File: src/rtl/cv_pattern_gen.sv
// Test-pattern luminance generator for a composite-video raster.
// Pattern controls are shadowed at frame start so a frame is always drawn with one consistent setting.
module cv_pattern_gen #(
  parameter int MAX_PIXEL_H   = 1280,
  parameter int MAX_SCANLINES = 625,
  parameter int LUM_W         = 2,
  parameter int BLINK_SHIFT   = 5,
  localparam int XW = $clog2(MAX_PIXEL_H),
  localparam int YW = $clog2(MAX_SCANLINES)
) (
  input  logic             clk,
  input  logic             reset_n,
  input  logic             en,
  input  logic             clk_en_pixel,
  input  logic             x_vis,
  input  logic [XW-1:0]    x_pos,
  input  logic [YW-1:0]    y_pos,
  input  logic             frame_start,
  input  logic [2:0]       mode,
  input  logic [2:0]       size_shift,
  input  logic [LUM_W-1:0] solid_level,
  input  logic             scroll_en,
  input  logic             blink_en,
  output logic [LUM_W-1:0] lum,
  output logic [2:0]       active_mode,
  output logic [15:0]      frame_cnt
);

  localparam logic [2:0] MODE_OFF      = 3'd0;
  localparam logic [2:0] MODE_CHECKERS = 3'd1;
  localparam logic [2:0] MODE_VBARS    = 3'd2;
  localparam logic [2:0] MODE_HBARS    = 3'd3;
  localparam logic [2:0] MODE_RAMP     = 3'd4;
  localparam logic [2:0] MODE_SOLID    = 3'd5;

  logic [2:0]       r_mode;
  logic [2:0]       r_size;
  logic [LUM_W-1:0] r_solid;
  logic             r_scroll;
  logic             r_blink;
  logic [XW-1:0]    r_x_off;
  logic [15:0]      r_frame_cnt;
  logic [LUM_W-1:0] r_lum;

  logic [XW-1:0]    w_x_eff;
  logic [LUM_W-1:0] w_xs;
  logic [LUM_W-1:0] w_ys;
  logic [LUM_W-1:0] w_pat;
  logic [LUM_W-1:0] w_lum_nxt;
  logic             w_frame_acc;

  assign w_frame_acc = en & frame_start;

  // Shadow controls, scroll offset and frame counter advance only on an accepted frame start
  always_ff @(posedge clk or negedge reset_n) begin
    if (!reset_n) begin
      r_mode      <= 3'd0;
      r_size      <= 3'd0;
      r_solid     <= {LUM_W{1'b0}};
      r_scroll    <= 1'b0;
      r_blink     <= 1'b0;
      r_x_off     <= {XW{1'b0}};
      r_frame_cnt <= 16'd0;
    end else if (w_frame_acc) begin
      r_mode      <= mode;
      r_size      <= size_shift;
      r_solid     <= solid_level;
      r_scroll    <= scroll_en;
      r_blink     <= blink_en;
      r_frame_cnt <= r_frame_cnt + 16'd1;
      if (r_scroll) begin
        r_x_off <= r_x_off + XW'(1);
      end
    end
  end

  // Cell coordinates: only the low LUM_W bits of each shifted coordinate reach the output
  always_comb begin
    w_x_eff = x_pos + r_x_off;
    w_xs    = LUM_W'(w_x_eff >> r_size);
    w_ys    = LUM_W'(y_pos >> r_size);
  end

  // Pattern selection from the shadow mode, then frame-rate blink inversion
  always_comb begin
    w_pat     = {LUM_W{1'b0}};
    w_lum_nxt = {LUM_W{1'b0}};
    case (r_mode)
      MODE_OFF:      w_pat = {LUM_W{1'b0}};
      MODE_CHECKERS: w_pat = w_xs ^ {LUM_W{w_ys[0]}};
      MODE_VBARS:    w_pat = w_xs;
      MODE_HBARS:    w_pat = w_ys;
      MODE_RAMP:     w_pat = w_x_eff[XW-1 -: LUM_W];
      MODE_SOLID:    w_pat = r_solid;
      default:       w_pat = {LUM_W{1'b0}};
    endcase
    if (r_blink && r_frame_cnt[BLINK_SHIFT]) begin
      w_lum_nxt = ~w_pat;
    end else begin
      w_lum_nxt = w_pat;
    end
  end

  // Output register: disable forces black immediately, otherwise advance on pixel enables only
  always_ff @(posedge clk or negedge reset_n) begin
    if (!reset_n) begin
      r_lum <= {LUM_W{1'b0}};
    end else if (!en) begin
      r_lum <= {LUM_W{1'b0}};
    end else if (clk_en_pixel) begin
      r_lum <= x_vis ? w_lum_nxt : {LUM_W{1'b0}};
    end
  end

  assign lum         = r_lum;
  assign active_mode = r_mode;
  assign frame_cnt   = r_frame_cnt;

endmodule

File: config.mk
export PLATFORM = sky130hd
export DESIGN_NAME = cv_pattern_gen
export DESIGN_NICKNAME = d
export VERILOG_FILES = /design/src/rtl/cv_pattern_gen.sv
export SDC_FILE = /design/constraint.sdc
export NUM_CORES = 1
export LEC_CHECK = 0
export CORE_UTILIZATION = 46
export CTS_CLUSTER_DIAMETER = 80
export DETAILED_ROUTE_END_ITERATION = 10
export PLACE_DENSITY = 0.77
export SKIP_CTS_REPAIR_TIMING = 1
export SYNTH_ARGS = -nofsm -noshare
export SYNTH_HDL_FRONTEND = slang
export SYNTH_SLANG_ARGS = --single-unit
File: constraint.sdc
create_clock -name clk -period 3 [get_ports clk]
set_input_delay 0.45 -clock clk [delete_from_list [all_inputs] [get_ports clk]]
set_output_delay 0.45 -clock clk [all_outputs]
set_load 0.01 [all_outputs]
# Word level (Yosys, flattened, before mapping)
# Cells that the tools add are included.
# word_totals
reg_bits	39
out_inout_bits	21
# classes
add_sub_neg	3
eq_ne	6
shift	2
muxes	5
n_bitwise	3
n_reduce_logical	2
# ops
operator	n
adder 16 x 1 -> 16 bit (second input constant)	1
adder 11 x 1 -> 11 bit (second input constant)	1
adder 11 bit	1
>> shifter 11 x 3 -> 2 bit	1
case mux 2 bit (5 select lines)	1
>> shifter 10 x 3 -> 2 bit	1
2-to-1 mux 2 bit	4
equality test 3 x 2 -> 1 bit (second input constant)	2
equality test 3 bit (second input constant)	2
equality test 3 x 1 -> 1 bit (second input constant)	1
!= test 2 x 1 -> 1 bit (second input constant)	1
inverter 2 bit	1
AND reduction 2 bit	1
bitwise XOR 2 bit	1
AND 1 bit	1
logical AND 1 bit	1

# Depth between registers and ports, before layout
# Gate-level depths: netlist of the first run.
# depth
ltp_word	9
depth_mapped	10
mapped_depth_nobuf	10

# Worst setup path after synthesis of the first run
# No wires, ideal clock.
# synth_path
path_kind	input-to-reg
from	input port x_pos[0]
to	register r_lum[1], in the netlist lum[1]
setup_ns	0.095
arrival_time_ns	2.873
required_ns	2.905
slack_ns	0.031
cell_stages	10
path_cell_list	ha_1 -> fa_1 -> a21o_1 -> a221oi_1 -> o21bai_1 -> mux2i_1 -> o41ai_1 -> a211oi_1 -> o31a_1 -> o31ai_1
# synth_between
elab_chain_cells	9
# synth_lines
element	line	source
start: declaration	16	input logic [XW-1:0] x_pos,
adder 11 bit *	79	w_x_eff = x_pos + r_x_off;
>> shifter 11 x 3 -> 2 bit	80	w_xs = LUM_W'(w_x_eff >> r_size);
bitwise XOR 2 bit	90	MODE_CHECKERS: w_pat = w_xs ^ {LUM_W{w_ys[0]}};
case mux 2 bit (5 select lines) *	88	case (r_mode)
inverter 2 bit	98	w_lum_nxt = ~w_pat;
2-to-1 mux 2 bit *	97	if (r_blink && r_frame_cnt[BLINK_SHIFT]) begin
2-to-1 mux 2 bit *	111	r_lum <= x_vis ? w_lum_nxt : {LUM_W{1'b0}};
2-to-1 mux 2 bit *	110	end else if (clk_en_pixel) begin
2-to-1 mux 2 bit *	108	end else if (!en) begin
end signal: assignment	107	r_lum <= {LUM_W{1'b0}};
end signal: assignment	109	r_lum <= {LUM_W{1'b0}};
end signal: assignment	111	
end: declaration	43	logic [LUM_W-1:0] r_lum;
# Every way passes the cells marked *; elsewhere a longest branch is shown, timed or not. The select of a mux whose other input is x is not followed.
# A chain may end at the register's enable or synchronous reset.

# Final worst setup path of the first run
# layout_path
from	input port x_pos[2]
to	register r_lum[0], in the netlist lum[0]
# Same word-level chain as after synthesis.

==> reports/metrics.cfg, run 1 <==
[synth]
ys_seq_area_share_pct = 37.2
netlist_area_sq_um = 2620
ys_ff_latch = 39
synth_fp_nets = 330
synth_cells = 280
syn_area_per_cell_sq_um = 9.37
synth.distinct_cells = 50
synth_edf_count = 0
synth-main-ff-cell = dfrtp_1
yosys_warnings = 0
synthArstFlopShare_pct = 100

[timing]
setup_viol = 0
tightestPinTransition_ns = 0.876
period_needed_ns = 2.94
skew_ns = 0.00595
timing.hold.ws_ns = 0.266
slew_viol_final = 0
hold_violations = 0
fin_crit_sh_pct = 98.1
fmax_mhz = 340
max_slew_margin_pct = 41.6

[placement]
io_buffers = 56
dpl_cell_area_sq_um = 3410
post-dp-hpwl_um = 4810
gp_congestion = 0.863

[run_status]
outcome = finished, violations left
violations = DRC

[finish]
final_common_cell = clkdlybuf4s50_1
synthToLayoutAreaGrowth_pct = 37.3
layout_common_cells = 53 x clkdlybuf4s50_1, 46 x nand2_1, 38 x dfrtp_1
nets = 409
final_cell_area_sq_um = 3600
drive_gt1_share_pct = 15.8
n_antenna_cell = 0

[global_route]
overflow = 0
grt_pass1_vias = 2331
grt_start_max_net_pins = 40
antenna_found_initial = 0
grt.total_usage_pct = 21.8
grt_pass1_wl_um = 10500

[min_path]
hp-class = in2async

[detailed_routing]
drc = 2
num_vias = 2345
vias_per_cell = 5.43
antenna_left = 0
drt_iter0_drc = 146
first_pass_iters = 7
wl_per_cell_um = 14.5
totalWireLength_um = 6280

[floorplan]
initial_core_util_pct = 47.6
io_pins = 58
die_h_um = 77.5
rows = 27
die_w_um = 77.5
core_sq_um = 5510
dieArea_sq_um = 6010

[pwr]
p_total_mw = 1.99
ir_drop_uv = 362
p_leak_nw = 1.62
power_density_nw_per_um2 = 552

[cts]
clock_sinks = 39
cts_buffer_depth = 2
cts_tree = built
h-tree-depth = 2
root_buffer = clkbuf_8
clkSlewWorstSetupHoldPaths_ns = 0.08
clk_latency_ns = 0.29
cts_buffers = 5

[worst_setup_path]
startpoint = x_pos[2]
reg2reg_depth = 11
cp.arrival_ns = 3.16
cp-end-kind = register
rrSetupSlack_ns = 0.07
worstReg2RegEnd = lum[0]$_DFFE_PN0P_
worstReg2RegStart = r_x_off[0]$_DFFE_PN0P_
cp.required_ns = 3.22
critical_path_class = in2reg
cp_max_fo = 3
worstSetupStartpointType = input port

[job]
maxCapViolCount = 0

cells in the mapped netlist, types with 4 or more instances:
master / count / area, sq um
nand2_1: 46 / 173
dfrtp_1: 39 / 976
xnor2_1: 22 / 193
nor2_1: 15 / 56.3
nand3_1: 14 / 70.1
ha_1: 12 / 150
o21ai_0: 10 / 50.1
clkbuf_1: 8 / 30.0
xor2_1: 8 / 70.1
and2_1: 7 / 43.8
and3_1: 7 / 43.8
inv_1: 7 / 26.3
nand4_1: 6 / 37.5
a211oi_1: 5 / 37.5
a21oi_1: 5 / 25.0
nand3b_1: 5 / 37.5
nand4b_1: 5 / 43.8
a21o_1: 4 / 30.0
mux4_2: 4 / 90.1
nor3_1: 4 / 20.0
power breakdown:
group / switching [mW] / total [mW] / internal [mW]
clock network: 0.191 / 0.438 / 0.248
registers: 0.111 / 0.714 / 0.603
logic: 0.379 / 0.835 / 0.457
total: 0.681 / 1.99 / 1.31
worst max path at each step:
| stage | to |
|---|---|
| 2_1_floorplan | lum[1]$_DFFE_PN0P_ |
| 3_3_place_gp | lum[1]$_DFFE_PN0P_ |
| 3_5_place_dp | lum[1]$_DFFE_PN0P_ |
| 4_1_cts | lum[1]$_DFFE_PN0P_ |
| 5_1_grt | lum[0]$_DFFE_PN0P_ |
| 6_report | lum[0]$_DFFE_PN0P_ |
sequential cells by signal, indices dropped and copies added (netlist names):
register and flops:
active_mode 3, frame_cnt 16, lum 2, r_blink 1, r_scroll 1, r_size 3, r_solid 2, r_x_off 11
metrics by stage:
stage / setup TNS (ns) / instances / util (%) / worst slack (ns)
floorplan: 0 / 280 / - / 0.0314
global placement: -0.745 / 423 / 61.9 / -0.429
detailed placement: -0.800 / 423 / 61.9 / -0.462
CTS: -0.209 / 431 / 63.9 / -0.178
global route: -0.0307 / 432 / 65.4 / -0.0279
finish: 0 / 432 / 65.4 / 0.0560
critical path, cell delays in order:
cell	delay [ns]
clkdlybuf4s50_1	0.40
ha_1	0.32
or2_2	0.32
a311o_1	0.35
a31oi_1	0.17
a211oi_2	0.08
or4b_1	0.50
mux2_4	0.28
a31o_1	0.23
o211ai_2	0.06
cell families (layout without fill, tap and decap cells):
kind of cell	after synthesis	count (layout)	share of synthesized area (%)
AOI/OAI and AO/OA	46	46	12.5
xor gates and xnor gates	30	30	10.0
adders and majority gates	13	13	6.49
buffers and inverters	16	96	2.58
DFF	39	39	37.2
muxes	12	12	7.01
and+or+nand+nor	124	124	24.2
area by class of cell:
class                      instances  area, sq um
clock buffer                       5         68.8
clock inverter                     3         43.8
fill                             444         1910
inverter                           7         26.3
multi-input combinational        225         1640
sequential                        39          977
tap                               72         90.1
timing repair buffer              81          752
metal layers:
layer	track usage, %	share of wire [%]	up-vias
li1	-	-	1169
met5	0	0	-
met1	28.7	47	1113
met3	3.65	3.5	8
met2	37.5	48	55
met4	4.91	1.0	0
Note: power is estimated with default switching activity, not from simulation.
==> inputs of run 2 (changes only) <==
MAX_ROUTING_LAYER = met4   (was default)
==> run 2 against run 1 <==
Net effect:
- the run still ends with DRC left
- sequential share of layout area is the same
- via count rose by 1.2%
- design area unchanged
- non-clock buffer count unchanged
- sequential cell count unchanged
- critical endpoint unchanged
- largest cell class unchanged
- highest routed layer unchanged
==> reports/metrics.cfg, run 2 (synthesis gave the netlist of run 1 again) <==
[run_status]
outcome = finished, violations left
violations = DRC

[timing]
tightestPinTransition_ns = 0.879  ; +0.00310 ns
timing.final.ws_setup_ns = 0.0400  ; -0.0160 ns
period_needed_ns = 2.96  ; +0.0160 ns
finalSetupTns_ns = 0  ; unchanged
fmax_mhz = 338  ; -0.54%
setup_viol = 0  ; unchanged
max_slew_margin_pct = 41.4  ; -0.21 points
slew_viol_final = 0  ; unchanged
skew_ns = 0.00674  ; +0.000787 ns
fin_crit_sh_pct = 98.7  ; +0.53 points
hold_violations = 0  ; unchanged

[detailed_routing]
vias_per_cell = 5.50  ; +1.2%
drc = 2  ; unchanged
first_pass_iters = 7  ; unchanged
antenna_left = 0  ; unchanged
drt_iter0_drc = 131  ; -10%
wl_per_cell_um = 14.7  ; +1.1%
num_vias = 2374  ; +1.2%
totalWireLength_um = 6360  ; +1.1%

[global_route]
grt.total_usage_pct = 22.5  ; +0.65 points
grt_pass1_wl_um = 10500  ; about the same
grt_pass1_vias = 2327  ; -0.17%
antenna_found_initial = 0  ; unchanged
overflow = 0  ; unchanged
grt_start_max_net_pins = 40  ; unchanged

[finish]
nets = 409  ; unchanged
drive_gt1_share_pct = 15.8  ; unchanged
largest_register_ffs = 16  ; unchanged
final_common_cell = clkdlybuf4s50_1
synthToLayoutAreaGrowth_pct = 37.3  ; unchanged
n_antenna_cell = 0  ; unchanged
layout_common_cells = 53 x clkdlybuf4s50_1, 46 x nand2_1, 38 x dfrtp_1
fin_cells = 432  ; unchanged
n_fill_cell = 444  ; unchanged

[placement]
io_buffers = 56  ; unchanged
pre_cts_slack_ns = -0.462  ; unchanged
gp_congestion = 0.877  ; +1.6%
dp.cells = 423  ; unchanged
post-dp-hpwl_um = 4810  ; unchanged

[worst_setup_path]
cp-end-kind = register
critical_path_class = in2reg
cp.arrival_ns = 3.18  ; +0.02 ns
cp.required_ns = 3.22  ; about the same
cp_max_fo = 3  ; unchanged
rrSetupSlack_ns = 0.07  ; about the same
worstSetupStartpointType = input port

[pwr]
intPower_mw = 1.31  ; about the same
power_density_nw_per_um2 = 554  ; +0.30%
ir_drop_uv = 363  ; +0.20%
seqPwrFrac_pct = 35.9  ; about the same
p_leak_nw = 1.62  ; unchanged
p_comb_share_pct = 42.0  ; about the same
clkPwrFrac_pct = 22.1  ; about the same
p_total_mw = 1.99  ; +0.30%
p_sw_mw = 0.686  ; +0.85%
swShare_pct = 34.4  ; +0.19 points

[cts]
clkSlewWorstSetupHoldPaths_ns = 0.08  ; about the same
h-tree-depth = 2  ; unchanged
cts_tree = built
root_buffer = clkbuf_8
cts_buffers = 5  ; unchanged
clock_sinks = 39  ; unchanged
clk_latency_ns = 0.29  ; about the same
cts_buffer_depth = 2  ; unchanged

[floorplan]
die_w_um = 77.5  ; unchanged
io_pins = 58  ; unchanged
core_sq_um = 5510  ; unchanged
rows = 27  ; unchanged
dieArea_sq_um = 6010  ; unchanged
initial_core_util_pct = 47.6  ; unchanged
die_h_um = 77.5  ; unchanged

[job]
maxCapViolCount = 0  ; unchanged

[min_path]
hp-class = in2async

## run 2: worst paths after layout
path | start | endpoint | depth (start not counted)
min in group clk | frame_cnt[15]$_DFFE_PN0P_ | frame_cnt[15]$_DFFE_PN0P_ | 1
worst max-delay path | x_pos[2] | lum[0]$_DFFE_PN0P_ | 10
worst min register to register | frame_cnt[15]$_DFFE_PN0P_ | frame_cnt[15]$_DFFE_PN0P_ | 1
max in group asynchronous | reset_n | r_x_off[1]$_DFFE_PN0P_ | 1
worst min-delay path | reset_n | active_mode[1]$_DFFE_PN0P_ | 1
worst max register to register | r_x_off[0]$_DFFE_PN0P_ | lum[0]$_DFFE_PN0P_ | 11
## run 2: worst max-delay path: stages
cell and delay, ns:
clkdlybuf4s50_1 0.40, ha_1 0.32, or2_2 0.32, a311o_1 0.36
a31oi_1 0.18, a211oi_2 0.08, or4b_1 0.50, mux2_4 0.28
a31o_1 0.23, o211ai_2 0.07
## run 2: layout make-up
cell class              count  area [sq um]  share of cell area [%]
flip-flops and latches     39           977                    27.1
inverters                   7          26.3                   0.730
multi-input cells         225          1640                    45.6
clock inverters             3          43.8                    1.22
repair buffers             81           752                    20.9
well taps                  72          90.1                    2.50
clock buffers               5          68.8                    1.91
## run 2: power groups by stage
stage	clock, mW	combinational [mW]	sequential, mW
4_1_cts	0.452	0.775	0.712
3_3_place_gp	0	0.746	0.717
5_1_grt	0.472	0.919	0.729
6_report	0.441	0.838	0.715
2_1_floorplan	0	0.418	0.709
3_5_place_dp	0	0.771	0.722
## run 2: through the flow
stage,hold WS [ns],utilization (%),area (sq um)
2_1_floorplan,0.154,-,2620
5_1_grt,0.334,65.4,3600
4_1_cts,0.295,63.9,3520
3_3_place_gp,0.453,61.9,3410
6_report,0.265,65.4,3600
3_5_place_dp,0.465,61.9,3410
## run 2: routing by layer
metal	track usage (%)	share of wire (%)
met3	3.65	3.8
met1	28.7	47
met4	4.91	1.1
met5	-	0
met2	37.5	48
